<file path="config.mk">
export PLATFORM = sky130hd
export DESIGN_NAME = protocol_framer
export DESIGN_NICKNAME = d
export VERILOG_FILES = /design/src/rtl/protocol_framer.sv
export SDC_FILE = /design/constraint.sdc
export NUM_CORES = 1
export LEC_CHECK = 0
export CORE_MARGIN = 2
export CORE_UTILIZATION = 51
export CTS_BUF_LIST = sky130_fd_sc_hd__clkbuf_8
export DETAILED_ROUTE_END_ITERATION = 12
export PLACE_DENSITY = 0.8
export REMOVE_ABC_BUFFERS = 1
export SYNTH_ARGS = -nofsm -noshare
export SYNTH_HDL_FRONTEND = slang
export SYNTH_SLANG_ARGS = --single-unit
</file>
<file path="constraint.sdc">
create_clock -name clk -period 3.1 [get_ports clk]
set_input_delay 0.465 -clock clk [delete_from_list [all_inputs] [get_ports clk]]
set_output_delay 0.465 -clock clk [all_outputs]
set_load 0.1 [all_outputs]
</file>
<file path="src/rtl/protocol_framer.sv">
`default_nettype none
// ============================================================================
// Module   : protocol_framer
// Function : Snapshots channel values and switch flags on start, then streams
//            SOF, encoded channel bytes and an optional checksum over valid/ready.
// Revision : 1.0
// ============================================================================
module protocol_framer #(
  parameter int         CHANNELS    = 4,
  parameter int         SW_THRESH   = 20,
  parameter logic [7:0] START_BYTE  = 8'hFF,
  parameter logic [7:0] SW_ON_CODE  = 8'h01,
  parameter logic [7:0] SW_OFF_CODE = 8'h02,
  parameter bit         CHECKSUM_EN = 1'b1
) (
  input  logic                  clk,
  input  logic                  reset,
  input  logic                  start,
  input  logic [CHANNELS*8-1:0] ch_data,
  input  logic [CHANNELS-1:0]   ch_sig,
  output logic [7:0]            tx_data,
  output logic                  tx_valid,
  input  logic                  tx_ready,
  output logic                  busy,
  output logic                  frame_done
);

  localparam int              IDX_W      = (CHANNELS > 1) ? $clog2(CHANNELS) : 1;
  localparam logic [IDX_W-1:0] c_last_idx = IDX_W'(CHANNELS - 1);
  localparam logic [7:0]       c_thresh   = 8'(SW_THRESH);
  localparam logic [7:0]       c_escape   = START_BYTE - 8'd1;

  typedef enum logic [1:0] {
    S_IDLE = 2'd0,
    S_SOF  = 2'd1,
    S_CHAN = 2'd2,
    S_CSUM = 2'd3
  } state_t;

  state_t                r_state;
  logic [CHANNELS*8-1:0] r_snap_data;
  logic [CHANNELS-1:0]   r_snap_sig;
  logic [IDX_W-1:0]      r_idx;
  logic [7:0]            r_sum;

  logic [IDX_W-1:0]      w_next_idx;
  logic [7:0]            w_cur_enc;
  logic [7:0]            w_next_enc;
  logic [7:0]            w_sum_next;
  logic                  w_accept;

  // Switcher codes win below the threshold; the escape clamp keeps the marker out of the payload.
  function automatic logic [7:0] encode(input logic [7:0] v, input logic s);
    if (v < c_thresh)
      return s ? SW_ON_CODE : SW_OFF_CODE;
    else if (v == START_BYTE)
      return c_escape;
    else
      return v;
  endfunction

  assign w_next_idx = (r_state == S_SOF) ? '0 : IDX_W'(r_idx + 1'b1);
  assign w_accept   = tx_valid && tx_ready;
  assign w_sum_next = r_sum + w_cur_enc;

  always_comb begin
    w_cur_enc  = '0;
    w_next_enc = '0;
    for (int i = 0; i < CHANNELS; i++) begin
      if (r_idx == IDX_W'(i))
        w_cur_enc = encode(r_snap_data[8*i +: 8], r_snap_sig[i]);
      if (w_next_idx == IDX_W'(i))
        w_next_enc = encode(r_snap_data[8*i +: 8], r_snap_sig[i]);
    end
  end

  always_ff @(posedge clk or posedge reset) begin
    if (reset) begin
      r_state     <= S_IDLE;
      r_snap_data <= '0;
      r_snap_sig  <= '0;
      r_idx       <= '0;
      r_sum       <= '0;
      tx_data     <= '0;
      tx_valid    <= 1'b0;
      busy        <= 1'b0;
      frame_done  <= 1'b0;
    end else begin
      frame_done <= 1'b0;
      case (r_state)
        S_IDLE: begin
          if (start) begin
            r_snap_data <= ch_data;
            r_snap_sig  <= ch_sig;
            r_idx       <= '0;
            r_sum       <= '0;
            tx_data     <= START_BYTE;
            tx_valid    <= 1'b1;
            busy        <= 1'b1;
            r_state     <= S_SOF;
          end
        end
        S_SOF: begin
          if (w_accept) begin
            tx_data <= w_next_enc;
            r_idx   <= w_next_idx;
            r_state <= S_CHAN;
          end
        end
        S_CHAN: begin
          if (w_accept) begin
            r_sum <= w_sum_next;
            if (r_idx == c_last_idx) begin
              if (CHECKSUM_EN) begin
                tx_data <= {1'b0, w_sum_next[6:0]};
                r_state <= S_CSUM;
              end else begin
                tx_valid   <= 1'b0;
                busy       <= 1'b0;
                frame_done <= 1'b1;
                r_state    <= S_IDLE;
              end
            end else begin
              tx_data <= w_next_enc;
              r_idx   <= w_next_idx;
            end
          end
        end
        S_CSUM: begin
          if (w_accept) begin
            tx_valid   <= 1'b0;
            busy       <= 1'b0;
            frame_done <= 1'b1;
            r_state    <= S_IDLE;
          end
        end
        default: r_state <= S_IDLE;
      endcase
    end
  end

endmodule
`default_nettype wire

</file>
Yosys cells after proc, flatten, opt, wreduce, memory -nomap -nowiden
Cells that the tools add are included.
Cells by class
  add/sub/neg operators: 2
  order comparisons: 4
  equality and inequality tests: 19
  multiplexer cells: 45
  reduce and logical (&&, ||, !) cells: 13
Operators by type and width (count)
  $mux 8: 22
  $eq 8x8->1 const B: 4
  $lt 8x5->1 const B: 4
  $mux 2: 14
  $pmux 8 s3: 1
  $pmux 8 s2: 1
  $eq 2x2->1 const B: 6
  $ne 2x2->1 const B: 6
  $reduce_and 5->1: 2
  $add 8x8->8: 1
  $pmux 2 s4: 1
  $eq 2x1->1 const B: 3
  $logic_not 2->1: 3
  $pmux 2 s3: 1
  $reduce_and 3->1: 2
  $mux 1: 4
  $reduce_and 4->1: 1
  $reduce_bool 2->1: 2
  $reduce_bool 3->1: 1
  $add 2x1->2 const B: 1
  $pmux 1 s2: 1
  $reduce_and 2->1: 1
  $logic_and 1x1->1: 1
Storage, ports and cells
  flip-flop bits (word level): 58
  input port bits: 40
  output and inout port bits: 11
  logic and storage cells: 91

Depth between registers and ports, before layout
  depth after elaboration: 11
  depth in mapped cells: 14
  depth with buffers taken out: 13

Worst setup path before layout
Ideal clock, no wire load.
  kind: reg2reg
  start: register r_idx[0]
  end: register tx_data[4]
  setup time: 0.078 ns
  data arrival time: 2.854 ns
  data required time: 3.022 ns
  slack: 0.168 ns
  cell stages (with the launch flop): 15
  buffers on the path: 2
  clock period less this slack: 2.932 ns
  path through: dfrtp_1 -> buf_2 -> inv_1 -> ha_1 -> clkbuf_1 -> nor2_1 -> a221oi_1 -> ha_1 -> inv_1 -> fa_1 -> nor2b_1 -> o21a_1 -> nor3_1 -> o311a_1 -> a21oi_1
On the way
  cells in the longest elaborated chain, start to end: 10
  elaborated cells on any way between the ends: 23
  classes of those cells: add/sub: 2; eq/ne: 6; mux: 13; reduce/logical: 2
RTL lines
  start, declared: RTL line 43  | logic [IDX_W-1:0] r_idx;
  start signal, assigned: RTL line 106  | r_idx <= w_next_idx;
  start signal, assigned: RTL line 125  | r_idx <= w_next_idx;
  branches (longest 9 deep; another with $add 8x8->8)
  $pmux 8 s3 (*): RTL line 90  | case (r_state)
  end signal, assigned: RTL line 105  | tx_data <= w_next_enc;
  end signal, assigned: RTL line 115  | tx_data <= {1'b0, w_sum_next[6:0]};
  end signal, assigned: RTL line 124  | tx_data <= w_next_enc;
  end, declared: RTL line 21  | output logic [7:0] tx_data,
Every way passes the cells marked *. The select of a mux whose other input is x is not followed.
A chain may end at the register's enable or synchronous reset.

Worst setup path after layout
  start: register r_snap_data[6]
  end: register r_sum[5]
On the way
  cells in the longest elaborated chain, start to end: 10
  elaborated cells on any way between the ends: 11
  classes of those cells: add/sub: 1; order compare: 1; eq/ne: 1; mux: 8
RTL lines
  start, declared: RTL line 41  | logic [CHANNELS*8-1:0] r_snap_data;
  start signal, assigned: RTL line 93  | r_snap_data <= ch_data;
  branches (longest 2 deep; another with $lt 8x5->1)
  $mux 8 (*): RTL line 54  | if (v < c_thresh)
  $mux 8 (*) (4 in series): RTL line 70  | if (r_idx == IDX_W'(i))
  $add 8x8->8 (*): RTL line 64  | assign w_sum_next = r_sum + w_cur_enc;
  $mux 8 (*): RTL line 111  | if (w_accept) begin
  $pmux 8 s2 (*): RTL line 90
  end signal, assigned: RTL line 112  | r_sum <= w_sum_next;
  end, declared: RTL line 44  | logic [7:0] r_sum;
Marks and branches as above.

==> out/qor.csv <==
stage,metric,value,unit
clocking,clkLatencyLatePin,0.34,ns
synthesis,synth_compound_area_frac,0.195,
synthesis,synth-adder-area-share,0.0627,
synthesis,synth_edf_count,0,
clocking,clkSinkCount,57,
clocking,cts_hold_buffers,0,
timing,tns,-0.0000957,ns
final_layout,layout_commonest_cell,dfrtp_1,
grt,overflow,0,
route,vias_per_cell,6.22,
timing,rsz0062_at_grt,true,
route,dr.pass1.iters,5,
floorplan,die-area,7570,µm²
critical_path,cp_slowest_cell,dfrtp_2,
floorplan,die_w,87.0,µm
synthesis,ys_ff_latch,57,
route,drc_errors,0,
synthesis,yosysTopAreaCell,dfrtp_1,
timing,fin_crit,3.10,ns
critical_path,crit_fanout,5,
timing,setup_viol,1,
synthesis,yosys.area_share.simple,0.146,
power,powerDensity,324,nW/µm²
clocking,tritoncts,yes,
placed_design,dp_hpwl,6630,µm
synthesis,muxShareOfSynthArea,0.146,
critical_path,arrival,3.33,ns
placed_design,port_buffers,50,
final_layout,mostFrequentLayoutCells,"dfrtp_1, mux2_2, clkdlybuf4s50_1",
final_layout,fin_nets,479,
timing,setup_ws,-0.0000957,ns
clocking,cts_root_buf,clkbuf_8,
status,status,finished with violations,
route,vias,3153,
clocking,clk_pin_slew,0.06,ns
critical_path,path_cells,"nor3_4, buf_4, a21boi_0, buf_4, a31o_2, o21ai_1, mux2i_1, ha_1, and2_4, a21boi_2, nor4_4, nor3b_2, mux2_2",
route,drtIter0Drc,272,
grt,grt_first_pass_wirelength,14400,µm
synthesis,syn_avg_cell_area,10.1,µm²
clocking,cts_max_path_buffers,2,
timing,fin_crit_sh,1.00,
final_layout,num_antenna_cells,0,
floorplan,core,6720,µm²
final_layout,drive_above_1_share,0.297,
floorplan,chipHeight,87.0,µm
status,violations,setup timing,
grt,first_global_vias,2957,
critical_path,start_kind,flop,
critical_path,path_class,reg -> reg,
synthesis,synth.area.top_cells,"dfrtp_1, mux2_2, ha_1",
final_layout,syn_to_final_growth,29.0,%
critical_path,critPathRequiredTime,3.33,ns
synthesis,yosysWarnings,0,
synthesis,ys.flop_type,dfrtp_1,
timing,holdWs,0.499,ns
route,wirelength,9140,µm
run,cap_violations,0,
grt,grt_antenna_before_repair,0,
synthesis,ys_seq_area_frac,0.406,
floorplan,ioPinCount,51,
grt,grt_usage,0.246,
critical_path,cpMostUsedCell,buf_4,
final_layout,n_fill_cell,500,
floorplan,initial_core_util,0.523,
synthesis,synthArstFlopShare,1.00,
timing,tightestPinTransition,0.673,ns
synthesis,synth_top_family_by_area,compound AO/OA/AOI/OAI gates,
timing,fmax,323,MHz
route,ant_nets,0,
grt,grt_max_degree,37,
synthesis,yosys.cell_types.count,62,
timing,hold_viol,0,
power,vdd_drop_max,382,µV
floorplan,rows,30,
synthesis,synth_top_area_share,0.406,
clocking,htreeDepth,3,
critical_path,crit_path_max_incr_delay,0.45,ns
min_path,hold_class,reg -> reg,
clocking,cts-buffers-inserted,9,
timing,relSlewSlack,0.551,
synthesis,syn_area,3510,µm²
power,p_leak,0.00201,µW
timing,clock_skew,0.00207,ns
route,post_drt_wl_per_cell,18.0,µm
synthesis,synth_cells,349,
synthesis,synth_xor_area_frac,0.00998,
placed_design,place_congestion,0.972,
timing,slew_violations,0,
critical_path,endpoint_kind,flop,
==> per-stage QoR <==
stage	cell area, µm²	power [µW]	utilization	worst slack, ns	cells
2_1_floorplan	3450	770	-	-0.00159	334
3_3_place_gp	4170	826	0.620	0.123	482
3_5_place_dp	4170	827	0.620	0.0163	482
4_1_cts	4370	1490	0.650	0.0282	498
5_1_grt	4530	1520	0.674	-0.0942	507
6_report	4530	1470	0.674	-0.0000957	507
==> worst paths after layout <==
path	startpoint	depth (start not counted)	to	slack, ns
max in group asynchronous	reset	3	r_snap_data[13]	1.97
max reg2reg	r_snap_data[6]	13	r_sum[5]	-0.0001
min reg2reg	r_sum[0]	2	r_sum[0]	0.50
max	r_snap_data[6]	13	r_sum[5]	-0.0001
min	r_sum[0]	2	r_sum[0]	0.50
min in group asynchronous	reset	2	busy	0.54
==> cell usage after synthesis (all sizes together), types with 6 or more instances <==
library cell  number
a21oi             12
clkbuf            10
dfrtp             57
ha                16
inv               14
mux2              40
mux2i              6
nand2             33
nand3             15
nor2              15
nor3              13
o21ai             21
==> final cells by class <==
cell class	count	area (µm²)	area share
inverters	14	52.6	0.0116
flip-flops and latches	57	1430	0.316
well taps	80	100	0.0221
clock inverters	3	13.8	0.00304
multi-input cells	263	2070	0.456
repair buffers	77	688	0.152
clock buffers	13	179	0.0395
==> state kept, by name, summed over array words and instances, names as in the netlist <==
register / count
r_sum: 7
frame_done: 1
r_idx: 2
tx_data: 8
busy: 1
r_snap_sig: 4
r_state: 2
r_snap_data: 32
==> logic make-up (layout without fill, tap and decap cells) <==
kind of cell	count (synthesis)	count (layout)
flip-flops	57	57
adder cells (fa/ha/maj)	17	17
buffers and inverters	29	107
XOR/XNOR	4	4
AO/OA/AOI/OAI	94	94
AND/OR/NAND/NOR	102	102
multiplexers	46	46
==> worst max-delay path: cells and delay by family (launching register included) <==
family | cells | cell delay [ns]
simple gates | 4 | 0.81
flops | 1 | 0.45
fa+ha+maj | 1 | 0.39
compound gates | 4 | 0.61
mux | 2 | 0.40
buf+inv | 2 | 0.32
==> report_power, final <==
group          total [µW]  switching [µW]  internal, µW
clock                 658             286           371
sequential            744               0           744
combinational        67.4            21.7          45.7
total                1470             308          1160
==> routing by layer <==
layer	GRT usage	share of wire	vias to the layer above
li1	-	-	1467
met1	0.323	0.43	1527
met2	0.392	0.49	138
met3	0.0521	0.067	21
met4	0.109	0.021	0
met5	0	0	-
==> timing repair <==
action	in CTS	in global routing
setup endpoints to repair	3	8
buffers inserted	0	9
resized for setup	3	31
pin swaps	0	14
gates cloned	0	0
Power figures use the tool's default switching activity.
